==> config.mk <==
export PLATFORM = sky130hd
export DESIGN_NAME = rgb_stream_sequencer_flat
export DESIGN_NICKNAME = d
export VERILOG_FILES = /design/src/rtl/rgb_stream_sequencer_if.sv /design/src/rtl/rgb_stream_sequencer.sv /design/src/flat_wrapper.sv
export SDC_FILE = /design/constraint.sdc
export NUM_CORES = 1
export LEC_CHECK = 0
export CORE_UTILIZATION = 45
export DETAILED_ROUTE_END_ITERATION = 7
export GPL_TIMING_DRIVEN = 1
export HOLD_SLACK_MARGIN = 0.1
export PLACE_DENSITY = 0.84
export SLEW_MARGIN = 20
export SYNTH_ARGS = -nofsm -noshare
export SYNTH_HDL_FRONTEND = slang
export SYNTH_SLANG_ARGS = --single-unit
==> constraint.sdc <==
create_clock -name clk -period 2.1 [get_ports clk]
set_input_delay 0.525 -clock clk [delete_from_list [all_inputs] [get_ports clk]]
set_output_delay 0.525 -clock clk [all_outputs]
set_load 0.01 [all_outputs]
==> src/rtl/rgb_stream_sequencer_if.sv <==
// Memory-read and byte-stream signals of the RGB stream sequencer.
// master = sequencer side, slave = memories/consumer side.
interface rgb_stream_sequencer_if #(
  parameter int ADDR_W = 12
);
  logic [ADDR_W-1:0] rd_addr;
  logic [2:0]        rd_en;
  logic [7:0]        rd_data_r;
  logic [7:0]        rd_data_g;
  logic [7:0]        rd_data_b;
  logic [7:0]        out_data;
  logic [1:0]        out_chan;
  logic              out_valid;
  logic              out_ready;
  logic              sof;
  logic              eol;
  logic              eof;

  modport master (
    output rd_addr, rd_en,
    input  rd_data_r, rd_data_g, rd_data_b,
    output out_data, out_chan, out_valid, sof, eol, eof,
    input  out_ready
  );

  modport slave (
    input  rd_addr, rd_en,
    output rd_data_r, rd_data_g, rd_data_b,
    input  out_data, out_chan, out_valid, sof, eol, eof,
    output out_ready
  );
endinterface

==> src/rtl/rgb_stream_sequencer.sv <==
// Walks the R/G/B pixel memories in raster order and emits one byte per
// channel on a valid/ready stream with sof/eol/eof frame markers.
//
// state | meaning
// IDLE  | waiting for start
// REQ   | rd_en strobe for current channel at addr
// LAT   | memory latency; capture byte and markers at end of cycle
// SEND  | out_valid held until out_ready handshake
// DONE  | one-cycle done pulse
module rgb_stream_sequencer #(
  parameter int IMG_W  = 64,
  parameter int IMG_H  = 48,
  parameter int ADDR_W = 12
) (
  input  logic                  clk,
  input  logic                  rst,
  input  logic                  start,
  rgb_stream_sequencer_if.master bus,
  output logic                  busy,
  output logic                  done
);
  localparam int COL_W = (IMG_W > 1) ? $clog2(IMG_W) : 1;
  localparam int ROW_W = (IMG_H > 1) ? $clog2(IMG_H) : 1;
  localparam logic [COL_W-1:0] COL_LAST = COL_W'(IMG_W - 1);
  localparam logic [ROW_W-1:0] ROW_LAST = ROW_W'(IMG_H - 1);

  typedef enum logic [2:0] {S_IDLE, S_REQ, S_LAT, S_SEND, S_DONE} state_t;

  state_t            state_q, state_d;
  logic [COL_W-1:0]  col_q, col_d;
  logic [ROW_W-1:0]  row_q, row_d;
  logic [ADDR_W-1:0] addr_q, addr_d;
  logic [1:0]        chan_q, chan_d;
  logic [7:0]        out_data_q, out_data_d;
  logic [1:0]        out_chan_q, out_chan_d;
  logic              sof_q, sof_d;
  logic              eol_q, eol_d;
  logic              eof_q, eof_d;

  logic              col_last;
  logic              last_pix;
  logic [7:0]        rd_sel;

  assign col_last = (col_q == COL_LAST);
  assign last_pix = col_last && (row_q == ROW_LAST);

  always_comb begin
    case (chan_q)
      2'd0:    rd_sel = bus.rd_data_r;
      2'd1:    rd_sel = bus.rd_data_g;
      default: rd_sel = bus.rd_data_b;
    endcase
  end

  always_comb begin
    state_d    = state_q;
    col_d      = col_q;
    row_d      = row_q;
    addr_d     = addr_q;
    chan_d     = chan_q;
    out_data_d = out_data_q;
    out_chan_d = out_chan_q;
    sof_d      = sof_q;
    eol_d      = eol_q;
    eof_d      = eof_q;
    case (state_q)
      S_IDLE: begin
        if (start) begin
          col_d   = '0;
          row_d   = '0;
          addr_d  = '0;
          chan_d  = 2'd0;
          state_d = S_REQ;
        end
      end
      S_REQ: state_d = S_LAT;
      S_LAT: begin
        out_data_d = rd_sel;
        out_chan_d = chan_q;
        sof_d      = (addr_q == '0) && (chan_q == 2'd0);
        eol_d      = col_last && (chan_q == 2'd2);
        eof_d      = last_pix && (chan_q == 2'd2);
        state_d    = S_SEND;
      end
      S_SEND: begin
        if (bus.out_ready) begin
          if (chan_q != 2'd2) begin
            chan_d  = chan_q + 2'd1;
            state_d = S_REQ;
          end else if (last_pix) begin
            state_d = S_DONE;
          end else begin
            chan_d  = 2'd0;
            addr_d  = addr_q + ADDR_W'(1);
            if (col_last) begin
              col_d = '0;
              row_d = row_q + ROW_W'(1);
            end else begin
              col_d = col_q + COL_W'(1);
            end
            state_d = S_REQ;
          end
        end
      end
      S_DONE:  state_d = S_IDLE;
      default: state_d = S_IDLE;
    endcase
  end

  always_ff @(posedge clk or posedge rst) begin
    if (rst) begin
      state_q    <= S_IDLE;
      col_q      <= '0;
      row_q      <= '0;
      addr_q     <= '0;
      chan_q     <= 2'd0;
      out_data_q <= 8'd0;
      out_chan_q <= 2'd0;
      sof_q      <= 1'b0;
      eol_q      <= 1'b0;
      eof_q      <= 1'b0;
    end else begin
      state_q    <= state_d;
      col_q      <= col_d;
      row_q      <= row_d;
      addr_q     <= addr_d;
      chan_q     <= chan_d;
      out_data_q <= out_data_d;
      out_chan_q <= out_chan_d;
      sof_q      <= sof_d;
      eol_q      <= eol_d;
      eof_q      <= eof_d;
    end
  end

  // All outputs decode from registers only, so out_ready never reaches them.
  assign bus.rd_addr   = addr_q;
  assign bus.rd_en     = (state_q == S_REQ) ? (3'b001 << chan_q) : 3'b000;
  assign bus.out_valid = (state_q == S_SEND);
  assign bus.out_data  = out_data_q;
  assign bus.out_chan  = out_chan_q;
  assign bus.sof       = sof_q && bus.out_valid;
  assign bus.eol       = eol_q && bus.out_valid;
  assign bus.eof       = eof_q && bus.out_valid;
  assign busy          = (state_q != S_IDLE);
  assign done          = (state_q == S_DONE);
endmodule

==> src/flat_wrapper.sv <==
// flat-port wrapper written by rule: the top's interface ports become plain ports
module rgb_stream_sequencer_flat 
#(
  parameter int IMG_W  = 64,
  parameter int IMG_H  = 48,
  parameter int ADDR_W = 12
)
  (clk, rst, start, busy, done, bus_rd_addr, bus_rd_en, bus_rd_data_r, bus_rd_data_g, bus_rd_data_b, bus_out_data, bus_out_chan, bus_out_valid, bus_sof, bus_eol, bus_eof, bus_out_ready);
  rgb_stream_sequencer_if #(.ADDR_W(ADDR_W)) bus_i ();
  input  logic clk;
  input  logic rst;
  input  logic start;
  output logic busy;
  output logic done;
  output wire logic [$bits(bus_i.rd_addr)-1:0] bus_rd_addr;
  output wire logic [$bits(bus_i.rd_en)-1:0] bus_rd_en;
  input wire logic [$bits(bus_i.rd_data_r)-1:0] bus_rd_data_r;
  input wire logic [$bits(bus_i.rd_data_g)-1:0] bus_rd_data_g;
  input wire logic [$bits(bus_i.rd_data_b)-1:0] bus_rd_data_b;
  output wire logic [$bits(bus_i.out_data)-1:0] bus_out_data;
  output wire logic [$bits(bus_i.out_chan)-1:0] bus_out_chan;
  output wire logic [$bits(bus_i.out_valid)-1:0] bus_out_valid;
  output wire logic [$bits(bus_i.sof)-1:0] bus_sof;
  output wire logic [$bits(bus_i.eol)-1:0] bus_eol;
  output wire logic [$bits(bus_i.eof)-1:0] bus_eof;
  input wire logic [$bits(bus_i.out_ready)-1:0] bus_out_ready;
  assign bus_rd_addr = bus_i.rd_addr;
  assign bus_rd_en = bus_i.rd_en;
  assign bus_i.rd_data_r = bus_rd_data_r;
  assign bus_i.rd_data_g = bus_rd_data_g;
  assign bus_i.rd_data_b = bus_rd_data_b;
  assign bus_out_data = bus_i.out_data;
  assign bus_out_chan = bus_i.out_chan;
  assign bus_out_valid = bus_i.out_valid;
  assign bus_sof = bus_i.sof;
  assign bus_eol = bus_i.eol;
  assign bus_eof = bus_i.eof;
  assign bus_i.out_ready = bus_out_ready;
  rgb_stream_sequencer #(.IMG_W(IMG_W), .IMG_H(IMG_H), .ADDR_W(ADDR_W)) u_core (.clk(clk), .rst(rst), .start(start), .bus(bus_i), .busy(busy), .done(done));
endmodule
**After elaboration in Yosys (flattened, before gate mapping)**

Cells that the tools add are included.

- Reduce and logical (&&, ||, !) cells: 16
- Equality and inequality tests: 15
- Muxes and demuxes: 28
- Add/sub/neg operators: 4
- Shifts and indexed selects: 1

Operators by type and width:

| cell | number |
|---|---|
| two-way mux 6 bit | 9 |
| two-way mux 12 bit | 4 |
| case mux 12 bit (2 select lines) | 1 |
| case mux 6 bit (2 select lines) | 2 |
| case mux 8 bit (2 select lines) | 1 |
| two-way mux 3 bit | 5 |
| adder 12 x 1 -> 12 bit, second input constant | 1 |
| adder 6 x 1 -> 6 bit, second input constant | 2 |
| equality test 6 bit, second input constant | 2 |
| zero test 12 bit | 1 |
| != test 2 bit, second input constant | 6 |
| case mux 3 bit (4 select lines) | 1 |
| two-way mux 2 bit | 4 |
| logical AND 1 bit | 7 |
| equality test 3 x 2 -> 1 bit, second input constant | 2 |
| AND reduction 6 bit | 1 |
| AND reduction 5 bit | 1 |
| case mux 2 bit (2 select lines) | 1 |
| AND reduction 4 bit | 1 |
| equality test 3 x 1 -> 1 bit, second input constant | 1 |
| equality test 3 bit, second input constant | 1 |
| zero test 3 bit | 1 |
| != test 3 bit, second input constant | 1 |
| nonzero test 3 bit | 1 |
| 7 further kinds | 7 |

- Flip-flop bits (word level): 42
- Input port bits: 28
- Word-level logic and storage cells: 74

**Longest topological paths before layout**

- Word-level depth: 6
- Gate-level depth with buffers: 7
- Depth with buffers taken out: 5

**Worst setup path before layout**

No wires, ideal clock.

- Kind: reg-to-output
- Start point: reg u_core.chan_q[0]
- End point: out bus_rd_en[1]
- Arrival: 1296 ps
- Path slack: 279 ps
- Path buffers: 2
- Stages on the path, launching flop included: 4
- Cells stage by stage: dfrtp_1 -> clkbuf_1 -> buf_2 -> nor4b_1

- Word-level cells in the longest chain between the ends: 2

Ends and longest elaborated chain:

| item | line | RTL |
|---|---|---|
| start, declared | rgb_stream_sequencer.sv:33 | `logic [1:0] chan_q, chan_d;` |
| start signal, assigned | rgb_stream_sequencer.sv:127 | `chan_q <= chan_d;` |
| << shifter 1 x 2 -> 3 bit | rgb_stream_sequencer.sv:138 | `assign bus.rd_en = (state_q == S_REQ) ? (3'b001 << chan_q) : 3'b000;` |
| two-way mux 3 bit | rgb_stream_sequencer.sv:138 |  |
| end, declared | flat_wrapper.sv:16 | `output wire logic [$bits(bus_i.rd_en)-1:0] bus_rd_en;` |

Every way passes these cells.

**Worst setup path after layout**

- Start point: reg u_core.state_q[1]
- End point: out bus_sof

- Word-level cells in the longest chain between the ends: 2

Ends and longest elaborated chain:

| item | line | RTL |
|---|---|---|
| start, declared | rgb_stream_sequencer.sv:29 | `state_t state_q, state_d;` |
| start signal, assigned | rgb_stream_sequencer.sv:123 | `state_q <= state_d;` |
| equality test 3 x 2 -> 1 bit | rgb_stream_sequencer.sv:139 | `assign bus.out_valid = (state_q == S_SEND);` |
| logical AND 1 bit | rgb_stream_sequencer.sv:142 | `assign bus.sof = sof_q && bus.out_valid;` |
| end, declared | flat_wrapper.sv:23 | `output wire logic [$bits(bus_i.sof)-1:0] bus_sof;` |

Every way passes these cells.

==> run metrics <==
CTS root buffer clkbuf_8; synthesized flop and latch total between 40 and 50; Critical Path RT 1.57 ns; number of synthesized flops with an enable pin 0; Tightest Pin Transition about 0.54 ns; met2 Usage GRT 0.360; post-synth net total ~290; DP Cell Count around 400; Startpoint Class register; die height roughly 75 um; Hold Vio Cnt, Final 0; largest family of logic cells by synthesized area simple AND/OR/NAND/NOR gates; outcome complete, no violations; total wire length about 6 mm; cells on worst reg2reg path 6; Post-Synth Simple-Gate Area 0.235; Synth Area in Adders 0.0209; Max Buffers Root-to-Sink 2; gr ovfl total 0; Synth Area in Compound Gates 0.197; Cell Pwr Density 992 nW/um2; post-DP HPWL between 4 and 5 mm; GPL Wtd Cong about 0.83; hold slack between 0.4 and 0.5 ns; Final min period slightly above 2 ns; synth warn 0; Via Count around 2300; Final setup violation count 0; Rows 26; largest net degree at the start of global routing 43; Initial DRC Count about 180; CP Max Fanout 10; Max-slew headroom 0.641; area grow syn2layout 34.9%; Fin Clk Skew approximately 0.0053 ns; Horiz. Die Dim around 75 um; routed wire length per instance approximately 14 um; share of layout cells above drive strength 1 0.120; grt peak-use layer met2; post-synthesis sequential area ratio 0.438; Via density 5.60; fmax a little under 0.5 GHz; area of the multi-input gates about 1200 um2; Clk Latency, worst-skew pair 0.30 ns; first-pass GRT wire length approximately 9.5 mm; asr flop ratio synth 1.00; post-cts hold buffer count 0; CTS sink cnt 42; Max Cap Viol 0; I/O pin count 59; CTS tree built; Crit. End Element primary output; final worst-path cycle share 0.964; setup_tns 0 ns; proportion of synthesized area in mux cells 0.0558; drt first pass iters 4; H-tree depth 2; CTS Buf Count 5; top_reg_cell synth dfrtp_1; XOR/XNOR Fraction of Synth Area 0.00731; fill count about 430; vias in the first global route roughly 2100; Final Net Count ~370; Hold Crit Class reg -> reg; GR Util met1 0.303; Core Region between 5000 and 6000 um2; drc violations 0; Global Route met3 Usage 0.0241; fin. max-slew vios 0; IO Port Bufs 58; Crit Path Category reg -> out; Setup Buffers After CTS 0; Syn Inst Count ~260; antenna violations before repair 0; ANT nets after route 0; unrepaired setup endpoints after global routing no; Netlist cell types between 40 and 50; Starting Density 0.469; Clock transition at path regs 0.08 ns; ANT cells 0; WHS Path Cells 2; fin util 0.633; Storage cell area roughly 1100 um2; VDD IR-drop max 0.606 mV; Synth Cell Area between 2000 and 2500 um2; synthesized area per cell between 9 and 10 um2; Pleak approximately 1.5 nW; GRT Total Usage 0.222; full die area 5620 um2; Non-Filler Instances between 400 and 500; WP data arrival approximately 1.5 ns
-- per-stage QoR --
step	setup slack (ns)	total power, mW	area [um2]
final	0.0749	3.21	3230
after global routing	0.00254	3.44	3230
after CTS	0.0408	3.23	3240
after detailed placement	-0.115	2.68	3150
after global placement	-0.0820	2.63	3150
after floorplan	0.279	2.01	2400
-- state kept, by name (all words and copies together), names as in the netlist --
name                 flops
u_core.sof_q             1
u_core.row_q             6
u_core.state_q           3
u_core.col_q             6
u_core.bus.rd_addr      12
u_core.eol_q             1
u_core.bus.out_data      8
u_core.chan_q            2
u_core.eof_q             1
u_core.bus.out_chan      2
-- path summary, 6_finish.rpt --
path / startpoint / endpoint / slack, ns
max: u_core.state_q[1] / bus_sof / 0.07
min: u_core.bus.out_data[1] / u_core.bus.out_data[1] / 0.48
max reg2reg: u_core.col_q[0] / u_core.col_q[0] / 0.09
min reg2reg: u_core.bus.out_data[1] / u_core.bus.out_data[1] / 0.48
max in group asynchronous: rst / u_core.state_q[1] / 1.05
min in group asynchronous: rst / u_core.bus.out_data[7] / 0.66
-- worst max-delay path, cell delays in order (launching register included) --
cell,delay [ns]
dfrtp_2,0.48
nand3b_2,0.15
clkinv_4,0.10
and2_1,0.17
dlygate4sd2_1,0.29
-- cell type report --
| class | instances | share of cell area |
|---|---|---|
| clock buffer | 7 | 0.0267 |
| clock inverter | 1 | 0.00155 |
| inverter | 8 | 0.0108 |
| multi-input combinational | 197 | 0.385 |
| sequential | 42 | 0.325 |
| tap | 70 | 0.0271 |
| timing repair buffer | 79 | 0.224 |
-- what timing repair did --
action | in CTS | in global routing
resized for setup | 13 | 1
endpoints found under the setup margin | 9 | 1
pin swaps | 0 | 0
-- routing by layer --
metal,up-vias,wire length [um]
met5,-,0
met4,0,89
met3,10,168
met2,46,2930
met1,1091,2670
li1,1115,-
-- power breakdown --
part / total [mW] / internal [mW] / switching, mW
clock: 0.551 / 0.266 / 0.285
combinational: 1.48 / 0.723 / 0.757
sequential: 1.18 / 1.00 / 0.175
total: 3.21 / 1.99 / 1.22
-- cell families after synthesis --
family | after synthesis
AO/OA/AOI/OAI | 71
AND/OR/NAND/NOR | 107
XOR/XNOR | 2
multiplexers | 13
flip-flops | 42
buffers and inverters | 23
adder cells (fa/ha/maj) | 4
-- cells in the mapped netlist (2+ instances only) --
master	count	share of area
a211o_1	2	0.0073
a211oi_1	2	0.0063
a21o_1	3	0.0094
a21oi_1	15	0.031
a221o_1	6	0.025
a22o_1	3	0.011
a31oi_1	7	0.018
and2_1	6	0.016
and3_1	5	0.013
and4_1	2	0.0073
buf_2	4	0.0084
buf_6	2	0.0094
clkbuf_1	9	0.014
dfrtp_1	42	0.44
ha_1	4	0.021
inv_1	7	0.011
mux2_2	3	0.014
mux2i_1	10	0.042
nand2_1	26	0.041
nand2b_1	4	0.010
nand3_1	8	0.017
nand4_1	5	0.013
nor2_1	19	0.030
nor2b_1	2	0.0052
nor3_1	11	0.023
nor3b_1	2	0.0063
nor4_1	7	0.018
o21a_1	2	0.0063
o21ai_0	21	0.044
or3_1	3	0.0078
or4_1	2	0.0063
xor2_1	2	0.0073
-- layout by cell type, fill, tap and decap left out, drive strengths merged, types with 3 or more instances in the layout --
master / n
a21o: 3
a21oi: 15
a221o: 6
a22o: 3
a31oi: 7
and2: 6
and3: 5
buf: 21
clkbuf: 8
clkdlybuf4s50: 49
dfrtp: 42
dlygate4sd2: 8
ha: 4
inv: 7
mux2: 3
mux2i: 10
nand2: 26
nand2b: 4
nand3: 8
nand4: 5
nor2: 19
nor3: 11
nor4: 7
o21ai: 22
or3: 3
(Power assumes the default switching activity.)
